## src/rtl/can_reg_access_arbiter_pkg.sv

```systemverilog
// ---------------------------------------------------------------------------
// can_reg_pkg
// Shared definitions for the CAN register-access arbiter: the FSM state
// encoding, the requester identity, the wait-counter width and the address
// maps that decide which register addresses may be written or read.
// No ports; imported by the interface, the arbiter core and the top level.
// ---------------------------------------------------------------------------
package can_reg_pkg;

   // Width of the post-strobe wait counter (enough for up to 7 wait cycles)
   localparam int WAIT_CNT_W = 3;

   // Writable register map: four low registers, one single register at
   // 0x05, a middle block and a high block. Everything else is read-only
   // or unimplemented.
   localparam logic [31:0] WR_LOW_HI  = 32'h03;
   localparam logic [31:0] WR_SINGLE  = 32'h05;
   localparam logic [31:0] WR_MID_LO  = 32'h08;
   localparam logic [31:0] WR_MID_HI  = 32'h11;
   localparam logic [31:0] WR_HIGH_LO = 32'h18;
   localparam logic [31:0] WR_HIGH_HI = 32'h20;

   // Readable register map: one contiguous block starting at zero
   localparam logic [31:0] RD_HI      = 32'h20;

   typedef enum logic [1:0] {
      IDLE,
      ACCESS,
      WAIT,
      RESP
   } state_t;

   typedef enum logic {
      SRC_HOST,
      SRC_CORE
   } src_t;

   // Callers zero-extend their address so the map stays width-agnostic
   function automatic logic is_wr_addr_valid(input logic [31:0] addr);
      return (addr <= WR_LOW_HI) ||
             (addr == WR_SINGLE) ||
             ((addr >= WR_MID_LO)  && (addr <= WR_MID_HI)) ||
             ((addr >= WR_HIGH_LO) && (addr <= WR_HIGH_HI));
   endfunction

   function automatic logic is_rd_addr_valid(input logic [31:0] addr);
      return (addr <= RD_HI);
   endfunction

endpackage

```

## src/rtl/can_reg_access_arbiter_if.sv

```systemverilog
// ---------------------------------------------------------------------------
// can_reg_access_arbiter_if
// Bundles every non-clock signal of the register-access arbiter.
//   host_*     : host bus request/response (read or write)
//   core_*     : CAN core status write-back request/response (write only)
//   wr_en/rd_en/addr/bus_data/reg_r_bus : register-file channels
//   busy       : arbiter is in the middle of an access
// Modports:
//   master : the environment (host, core and register file)
//   slave  : the arbiter itself
// ---------------------------------------------------------------------------
interface can_reg_access_arbiter_if #(
   parameter int ADDR_W = 6,
   parameter int DATA_W = 32
);

   logic              host_req;
   logic              host_we;
   logic [ADDR_W-1:0] host_addr;
   logic [DATA_W-1:0] host_wdata;
   logic              host_ack;
   logic              host_err;
   logic [DATA_W-1:0] host_rdata;

   logic              core_req;
   logic [ADDR_W-1:0] core_addr;
   logic [DATA_W-1:0] core_wdata;
   logic              core_ack;

   logic              wr_en;
   logic              rd_en;
   logic [ADDR_W-1:0] addr;
   logic [DATA_W-1:0] bus_data;
   logic [DATA_W-1:0] reg_r_bus;

   logic              busy;

   modport master (
      output host_req, host_we, host_addr, host_wdata,
      input  host_ack, host_err, host_rdata,
      output core_req, core_addr, core_wdata,
      input  core_ack,
      input  wr_en, rd_en, addr, bus_data,
      output reg_r_bus,
      input  busy
   );

   modport slave (
      input  host_req, host_we, host_addr, host_wdata,
      output host_ack, host_err, host_rdata,
      input  core_req, core_addr, core_wdata,
      output core_ack,
      output wr_en, rd_en, addr, bus_data,
      input  reg_r_bus,
      output busy
   );

endinterface

```

## src/rtl/can_reg_access_arbiter_rr_arb2.sv

```systemverilog
// ---------------------------------------------------------------------------
// can_rr_arb2
// Two-way round-robin arbiter between the host bus and the CAN core.
// Ports:
//   clk, rst   : clock and synchronous active-high reset
//   req_host   : host is requesting
//   req_core   : core is requesting
//   update     : the FSM accepted the current grant this cycle
//   any_req    : at least one requester is active
//   grant      : requester that wins if the FSM accepts now
// ---------------------------------------------------------------------------
module can_rr_arb2
   import can_reg_pkg::*;
(
   input  logic clk,
   input  logic rst,
   input  logic req_host,
   input  logic req_core,
   input  logic update,
   output logic any_req,
   output src_t grant
);

   src_t last_grant;

   // A lone requester always wins; under contention the one that was not
   // served last goes first. Since last_grant resets to the host, the core
   // wins the first contention after reset.
   always_comb begin
      any_req = req_host | req_core;
      grant   = SRC_HOST;
      if (req_host && req_core) begin
         grant = (last_grant == SRC_HOST) ? SRC_CORE : SRC_HOST;
      end else if (req_core) begin
         grant = SRC_CORE;
      end
   end

   // Remember the winner only when the FSM actually starts the access
   always_ff @(posedge clk) begin
      if (rst) begin
         last_grant <= SRC_HOST;
      end else if (update) begin
         last_grant <= grant;
      end
   end

endmodule

```

## src/rtl/can_reg_access_arbiter.sv

```systemverilog
// ---------------------------------------------------------------------------
// can_reg_access_arbiter
// Serialises host-bus and CAN-core accesses onto the register-file
// write/read channels. Each access is one strobe, ACC_WAIT wait cycles
// and a single-cycle acknowledge to the requester that won arbitration.
// Addresses are checked against the register map before any strobe.
// Parameters:
//   ADDR_W   : register address width
//   DATA_W   : register data width
//   ACC_WAIT : wait cycles between strobe and response (0..7)
// Ports:
//   clk  : system clock
//   rst  : synchronous active-high reset
//   bus  : slave side of can_reg_access_arbiter_if (requests, responses,
//          register-file channels and busy flag)
// ---------------------------------------------------------------------------
module can_reg_access_arbiter
   import can_reg_pkg::*;
#(
   parameter int ADDR_W   = 6,
   parameter int DATA_W   = 32,
   parameter int ACC_WAIT = 1
) (
   input  logic                     clk,
   input  logic                     rst,
   can_reg_access_arbiter_if.slave  bus
);

   localparam bit HAS_WAIT = (ACC_WAIT > 0);
   localparam logic [WAIT_CNT_W-1:0] WAIT_LAST =
      HAS_WAIT ? WAIT_CNT_W'(ACC_WAIT - 1) : '0;

   state_t                state;
   src_t                  src;
   logic                  lat_we;
   logic                  lat_valid;
   logic [WAIT_CNT_W-1:0] wait_cnt;

   logic                  wr_en_q;
   logic                  rd_en_q;
   logic                  host_ack_q;
   logic                  host_err_q;
   logic                  core_ack_q;
   logic [ADDR_W-1:0]     addr_q;
   logic [DATA_W-1:0]     bus_data_q;
   logic [DATA_W-1:0]     rdata_q;
   logic                  busy_q;

   logic                  any_req;
   logic                  accept;
   src_t                  grant;
   logic                  sel_we;
   logic [ADDR_W-1:0]     sel_addr;
   logic [DATA_W-1:0]     sel_data;
   logic                  sel_valid;
   logic                  to_resp;

   // Starting an access is what moves the round-robin pointer
   assign accept = (state == IDLE) && any_req;

   can_rr_arb2 u_arb (
      .clk      (clk),
      .rst      (rst),
      .req_host (bus.host_req),
      .req_core (bus.core_req),
      .update   (accept),
      .any_req  (any_req),
      .grant    (grant)
   );

   // Pick the winner's access fields and decide up front whether the
   // address is legal for that direction. The core only ever writes.
   always_comb begin
      sel_we   = 1'b1;
      sel_addr = bus.core_addr;
      sel_data = bus.core_wdata;
      if (grant == SRC_HOST) begin
         sel_we   = bus.host_we;
         sel_addr = bus.host_addr;
         sel_data = bus.host_wdata;
      end
      sel_valid = sel_we ? is_wr_addr_valid(32'(sel_addr))
                         : is_rd_addr_valid(32'(sel_addr));
   end

   // The last ACCESS/WAIT cycle: either ACCESS with no wait configured, or
   // the final counted WAIT cycle. The edge leaving it enters RESP.
   assign to_resp = ((state == ACCESS) && !HAS_WAIT) ||
                    ((state == WAIT) && (wait_cnt == WAIT_LAST));

   // Main sequencer. All outputs are registered here so they line up with
   // the state they belong to: the write strobe is a one-cycle pulse in
   // ACCESS, the read strobe is held from ACCESS through WAIT, and the
   // acknowledge pulses during RESP. Read data is captured on the edge into
   // RESP so the register file has had the whole wait to respond.
   always_ff @(posedge clk) begin
      if (rst) begin
         state      <= IDLE;
         src        <= SRC_HOST;
         lat_we     <= 1'b0;
         lat_valid  <= 1'b0;
         wait_cnt   <= '0;
         wr_en_q    <= 1'b0;
         rd_en_q    <= 1'b0;
         host_ack_q <= 1'b0;
         host_err_q <= 1'b0;
         core_ack_q <= 1'b0;
         addr_q     <= '0;
         bus_data_q <= '0;
         rdata_q    <= '0;
         busy_q     <= 1'b0;
      end else begin
         wr_en_q    <= 1'b0;
         host_ack_q <= 1'b0;
         host_err_q <= 1'b0;
         core_ack_q <= 1'b0;

         case (state)
            IDLE: begin
               if (accept) begin
                  state      <= ACCESS;
                  src        <= grant;
                  lat_we     <= sel_we;
                  lat_valid  <= sel_valid;
                  wr_en_q    <= sel_we && sel_valid;
                  rd_en_q    <= !sel_we && sel_valid;
                  addr_q     <= sel_addr;
                  bus_data_q <= sel_data;
                  busy_q     <= 1'b1;
               end
            end

            ACCESS: begin
               if (HAS_WAIT) begin
                  state    <= WAIT;
                  wait_cnt <= '0;
               end
            end

            WAIT: begin
               wait_cnt <= wait_cnt + 1'b1;
            end

            RESP: begin
               state      <= IDLE;
               addr_q     <= '0;
               bus_data_q <= '0;
               busy_q     <= 1'b0;
            end

            default: begin
               state <= IDLE;
            end
         endcase

         // An invalid core write is dropped without a strobe but still
         // acknowledged; an invalid host access is flagged with host_err
         // and an invalid host read returns zero.
         if (to_resp) begin
            state      <= RESP;
            rd_en_q    <= 1'b0;
            host_ack_q <= (src == SRC_HOST);
            core_ack_q <= (src == SRC_CORE);
            host_err_q <= (src == SRC_HOST) && !lat_valid;
            if ((src == SRC_HOST) && !lat_we) begin
               rdata_q <= lat_valid ? bus.reg_r_bus : '0;
            end
         end
      end
   end

   assign bus.wr_en      = wr_en_q;
   assign bus.rd_en      = rd_en_q;
   assign bus.addr       = addr_q;
   assign bus.bus_data   = bus_data_q;
   assign bus.host_ack   = host_ack_q;
   assign bus.host_err   = host_err_q;
   assign bus.host_rdata = rdata_q;
   assign bus.core_ack   = core_ack_q;
   assign bus.busy       = busy_q;

endmodule

```

## src/flat_wrapper.sv

```systemverilog
// flat-port wrapper written by rule: the top's interface ports become plain ports
module can_reg_access_arbiter_flat import can_reg_pkg::*;
#(
   parameter int ADDR_W   = 6,
   parameter int DATA_W   = 32,
   parameter int ACC_WAIT = 1
)
  (clk, rst, bus_host_req, bus_host_we, bus_host_addr, bus_host_wdata, bus_host_ack, bus_host_err, bus_host_rdata, bus_core_req, bus_core_addr, bus_core_wdata, bus_core_ack, bus_wr_en, bus_rd_en, bus_addr, bus_bus_data, bus_reg_r_bus, bus_busy);
  can_reg_access_arbiter_if #(.ADDR_W(ADDR_W), .DATA_W(DATA_W)) bus_i ();
  input  logic clk;
  input  logic rst;
  input wire logic [$bits(bus_i.host_req)-1:0] bus_host_req;
  input wire logic [$bits(bus_i.host_we)-1:0] bus_host_we;
  input wire logic [$bits(bus_i.host_addr)-1:0] bus_host_addr;
  input wire logic [$bits(bus_i.host_wdata)-1:0] bus_host_wdata;
  output wire logic [$bits(bus_i.host_ack)-1:0] bus_host_ack;
  output wire logic [$bits(bus_i.host_err)-1:0] bus_host_err;
  output wire logic [$bits(bus_i.host_rdata)-1:0] bus_host_rdata;
  input wire logic [$bits(bus_i.core_req)-1:0] bus_core_req;
  input wire logic [$bits(bus_i.core_addr)-1:0] bus_core_addr;
  input wire logic [$bits(bus_i.core_wdata)-1:0] bus_core_wdata;
  output wire logic [$bits(bus_i.core_ack)-1:0] bus_core_ack;
  output wire logic [$bits(bus_i.wr_en)-1:0] bus_wr_en;
  output wire logic [$bits(bus_i.rd_en)-1:0] bus_rd_en;
  output wire logic [$bits(bus_i.addr)-1:0] bus_addr;
  output wire logic [$bits(bus_i.bus_data)-1:0] bus_bus_data;
  input wire logic [$bits(bus_i.reg_r_bus)-1:0] bus_reg_r_bus;
  output wire logic [$bits(bus_i.busy)-1:0] bus_busy;
  assign bus_i.host_req = bus_host_req;
  assign bus_i.host_we = bus_host_we;
  assign bus_i.host_addr = bus_host_addr;
  assign bus_i.host_wdata = bus_host_wdata;
  assign bus_host_ack = bus_i.host_ack;
  assign bus_host_err = bus_i.host_err;
  assign bus_host_rdata = bus_i.host_rdata;
  assign bus_i.core_req = bus_core_req;
  assign bus_i.core_addr = bus_core_addr;
  assign bus_i.core_wdata = bus_core_wdata;
  assign bus_core_ack = bus_i.core_ack;
  assign bus_wr_en = bus_i.wr_en;
  assign bus_rd_en = bus_i.rd_en;
  assign bus_addr = bus_i.addr;
  assign bus_bus_data = bus_i.bus_data;
  assign bus_i.reg_r_bus = bus_reg_r_bus;
  assign bus_busy = bus_i.busy;
  can_reg_access_arbiter #(.ADDR_W(ADDR_W), .DATA_W(DATA_W), .ACC_WAIT(ACC_WAIT)) u_core (.clk(clk), .rst(rst), .bus(bus_i));
endmodule
```

## config.mk

```make
export PLATFORM = sky130hd
export DESIGN_NAME = can_reg_access_arbiter_flat
export DESIGN_NICKNAME = d
export VERILOG_FILES = /design/src/rtl/can_reg_access_arbiter_pkg.sv /design/src/rtl/can_reg_access_arbiter_if.sv /design/src/rtl/can_reg_access_arbiter_rr_arb2.sv /design/src/rtl/can_reg_access_arbiter.sv /design/src/flat_wrapper.sv
export SDC_FILE = /design/constraint.sdc
export NUM_CORES = 1
export LEC_CHECK = 0
export BUFFER_PORTS_ARGS = -buffer_cell sky130_fd_sc_hd__buf_4
export CORE_MARGIN = 2
export CORE_UTILIZATION = 30
export DETAILED_ROUTE_END_ITERATION = 7
export GPL_TIMING_DRIVEN = 1
export PLACE_DENSITY = 0.68
export SYNTH_ARGS = -nofsm -noshare
export SYNTH_HDL_FRONTEND = slang
export SYNTH_HIERARCHICAL = 1
export SYNTH_SLANG_ARGS = --single-unit
export TNS_END_PERCENT = 50
```

## constraint.sdc

```tcl
create_clock -name clk -period 2.1 [get_ports clk]
set_input_delay 0.21 -clock clk [delete_from_list [all_inputs] [get_ports clk]]
set_output_delay 0.21 -clock clk [all_outputs]
set_load 0.05 [all_outputs]
```

==> run summary <==
The final max-slew violation count came to 0. The area occupied by registers is 1700 sq um. After synthesis, the most frequently instantiated cells are sky130_fd_sc_hd__dfxtp_1, sky130_fd_sc_hd__nor2_1, sky130_fd_sc_hd__a21oi_1. The worst slew margin relative to its limit came out at 0.724. The post-synthesis net count came out at 555. The mean cell area of the mapped netlist came out at ~8.4 sq um. The critical path arrival is around 2.2 ns. CTS placed an instance of sky130_fd_sc_hd__clkbuf_16 at the clock tree root. The number of global-route vias before repair came to about 3500. The first-pass GRT wire length came out at 16.5 mm. After legalization and detailed placement, the total HPWL measured 7.91 mm. Routed signal wires occupy layers up through met4.

In the final routed layout, each cell accounts on average for 13.8 um. The repair_antennas step left the layout with diodes totalling 0. The post-route fraction of the period consumed by the critical path is 0.949. sky130_fd_sc_hd__dfxtp_1 is the most common cell in the netlist. The maximum clock frequency is about 0.50 GHz. The length of the first detailed-routing pass in iterations is 4.

The share of the synthesized area in the top cell type is 0.466. The row count came out at 40. The total detailed-routing wirelength came out at 10.6 mm. The area of the die came out at 13100 sq um. The post-detailed-route count of antenna-violating nets is 0.

By area the synthesized netlist is led by sky130_fd_sc_hd__dfxtp_1, sky130_fd_sc_hd__a21oi_1, sky130_fd_sc_hd__mux2i_1. The deepest level of the CTS H-tree is 3. Buffers inserted during clock tree synthesis total 9.

STA classifies the critical path startpoint as a flip-flop. Of all nets on the critical path, the largest fanout is 20. The largest area contributor in the synthesized netlist is sky130_fd_sc_hd__dfxtp_1. The async set-reset flop share out of synthesis is 0. The leakage power summed over all cells is 2.52 nW. The routed metal-1 wire length came out at about 4.3 mm. TritonCTS built the clock tree. The final hold violation count was 0.

The sum of met2 wire segment lengths after detailed routing came out at ~5.0 mm. The minimum period implied by the final worst setup slack came out at 1.99 ns. The flop and latch count out of synthesis came out at 85. The starting density of the core came out at 0.305.

The number of input and output port buffers inserted is 188. The final-stage net count is between 700 and 800. The number of vias in the routed layout came out at around 3600. For the pin with the worst max-slew slack, the measured transition is 0.408 ns.

The run finished with clean final reports. The number of different library cells in the post-synthesis netlist came out at 36. The number of antenna violations at the first check in global routing came out at 0.

The clock passes through at most 2 buffers. Entering global routing, the biggest net connects 41 pins. The data required time of the worst path came out at around 2.3 ns.

The setup TNS is 0 ns. The routed length on met3 is about 1 mm. The global placement routability congestion came out at 0.747. The placed instance area came out at ~5200 sq um. The sum of overflow across all layers after global routing came out at 0. The clock transition time at the flip-flop clock pins of the worst setup and hold paths came out at 0.06 ns. The start-to-end type of the worst setup path is reg2reg. Counting flops with a built-in enable in the synthesized netlist gives 0.

The count of endpoints failing setup in the final report came out at 0. VDD sags by at most 516 uV. The number of max-cap violations is 0.

The area overhead of the layout relative to synthesis came out at 52.1%. Clock skew on the completed layout was measured at 0.00385 ns. The floorplan step set the die width to roughly 110 um. The critical path capture point type is a flip-flop. The proportion of synthesized chip area in sequential cells is 0.466. The vias per cell came out at 4.76. The area occupied by multi-input gates is 1780 sq um.

The floorplan step defined a core boundary enclosing 12000 sq um. Among all flip-flop cells after synthesis, the most frequent one is sky130_fd_sc_hd__dfxtp_1. The number of synthesis warnings is 6.

The chip height is around 110 um. Counting every instance in the synthesized netlist gives around 440. In this run the power density over the cells is 1160 nW/um^2. At the later pin of the worst-skew pair, clock insertion delay measures 0.34 ns.

The post-cts repair resize count is 0. The final routed DRC violation total is 0. Setup repair after global routing left no endpoint under its margin. After filler insertion, the fill cell instance count of the layout stands at 1125.

For this run, the total global-route usage over all layers was measured as 0.161. In this run the count of I/O pins placed on the die edge is 189. After routing the design area is ~5500 sq um. In the final layout, the share of cells above drive strength 1 is 0.370. The initial detailed-routing violation count is 207. The number of sinks driven by the clock tree came out at 85. The worst min-delay path class is in2reg. The synthesized netlist occupies a cell area of 3650 sq um.
-- critical path: stages (launching register included) --
cell and delay, ns:
sky130_fd_sc_hd__dfxtp_1 0.33, sky130_fd_sc_hd__a21boi_4 0.32, sky130_fd_sc_hd__buf_4 0.39, sky130_fd_sc_hd__nor4_4 0.09, sky130_fd_sc_hd__o211ai_2 0.25, sky130_fd_sc_hd__nor2_1 0.07, sky130_fd_sc_hd__o31a_1 0.26, sky130_fd_sc_hd__o21bai_1 0.16
-- final timing paths --
check	depth (start not counted)	end	startpoint	slack [ns]
hold reg to reg	2	u_core/bus.host_rdata[30]	u_core/bus.host_rdata[30]	0.45
hold / removal	3	u_core/bus.host_rdata[20]	bus_reg_r_bus[20]	0.15
setup / recovery	7	u_core/lat_valid	u_core/u_arb/last_grant	0.11
setup reg to reg	7	u_core/lat_valid	u_core/u_arb/last_grant	0.11
-- metrics by stage --
stage / setup WS, ns / util / hold WS (ns) / instances / power (mW)
floorplan: 0.336 / - / 0.377 / 436 / 3.86
global placement: 0.109 / 0.436 / 0.438 / 749 / 4.72
detailed placement: 0.0297 / 0.436 / 0.445 / 749 / 4.79
CTS: 0.0522 / 0.463 / 0.131 / 764 / 6.52
global route: 0.0154 / 0.464 / 0.142 / 766 / 6.84
finish: 0.108 / 0.464 / 0.148 / 766 / 6.44
-- layer usage --
layer / track usage / vias up
met1: 0.178 / 1650
met2: 0.278 / 147
li1: - / 1836
met3: 0.0588 / 12
met4: 0.0707 / 0
met5: 0 / -
-- where the power goes --
part | switching (mW) | leakage (nW) | internal, mW | total [mW]
Sequential | 0.156 | 0.693 | 1.87 | 2.03
Combinational | 1.80 | 1.67 | 0.917 | 2.72
Clock | 0.626 | 0.152 | 1.07 | 1.69
-- cells by family (layout without fill, tap and decap cells) --
| group | Yosys count | after routing | synth area share |
|---|---|---|---|
| buf+inv | 42 | 225 | 0.0501 |
| simple gates | 171 | 171 | 0.207 |
| compound gates | 92 | 92 | 0.144 |
| flops | 85 | 85 | 0.466 |
| mux | 40 | 40 | 0.112 |
| fa+ha+maj | 6 | 6 | 0.0206 |
-- cell usage in the layout, fill, tap and decap left out, types with 2 or more instances in the layout --
cell and count:
sky130_fd_sc_hd__nand2_1 39, sky130_fd_sc_hd__a22oi_1 2, sky130_fd_sc_hd__ha_1 6, sky130_fd_sc_hd__inv_1 9, sky130_fd_sc_hd__nor3_1 2, sky130_fd_sc_hd__o21ai_0 4
sky130_fd_sc_hd__buf_4 199, sky130_fd_sc_hd__bufinv_16 2, sky130_fd_sc_hd__buf_12 2, sky130_fd_sc_hd__mux2i_1 36, sky130_fd_sc_hd__nor2_1 82, sky130_fd_sc_hd__nor3_2 2
sky130_fd_sc_hd__mux2_2 3, sky130_fd_sc_hd__nor3b_1 3, sky130_fd_sc_hd__a21oi_1 76, sky130_fd_sc_hd__dfxtp_1 85, sky130_fd_sc_hd__nand2b_1 2, sky130_fd_sc_hd__clkbuf_16 9
sky130_fd_sc_hd__or2_2 2, sky130_fd_sc_hd__nand3_1 33
-- state kept, by name, indices dropped and copies added, names as in the netlist, 2 cells and up --
| signal | count |
|---|---|
| u_core/bus.addr | 6 |
| u_core/wait_cnt | 3 |
| u_core/bus.host_rdata | 32 |
| u_core/state | 2 |
| u_core/bus.bus_data | 32 |
-- cell type report --
type / instances / share of cell area
clock buffer: 11 / 0.0437
timing repair buffer: 201 / 0.276
sequential: 85 / 0.307
tap: 147 / 0.0331
clock inverter: 4 / 0.0131
inverter: 9 / 0.00609
multi-input combinational: 309 / 0.321
-- what timing repair did --
item,4_1_cts,5_1_grt
setup endpoints to repair,0,1
buffers inserted,0,2
hold buffers,0,0
hold endpoints to repair,0,0
(Power assumes the default switching activity.)
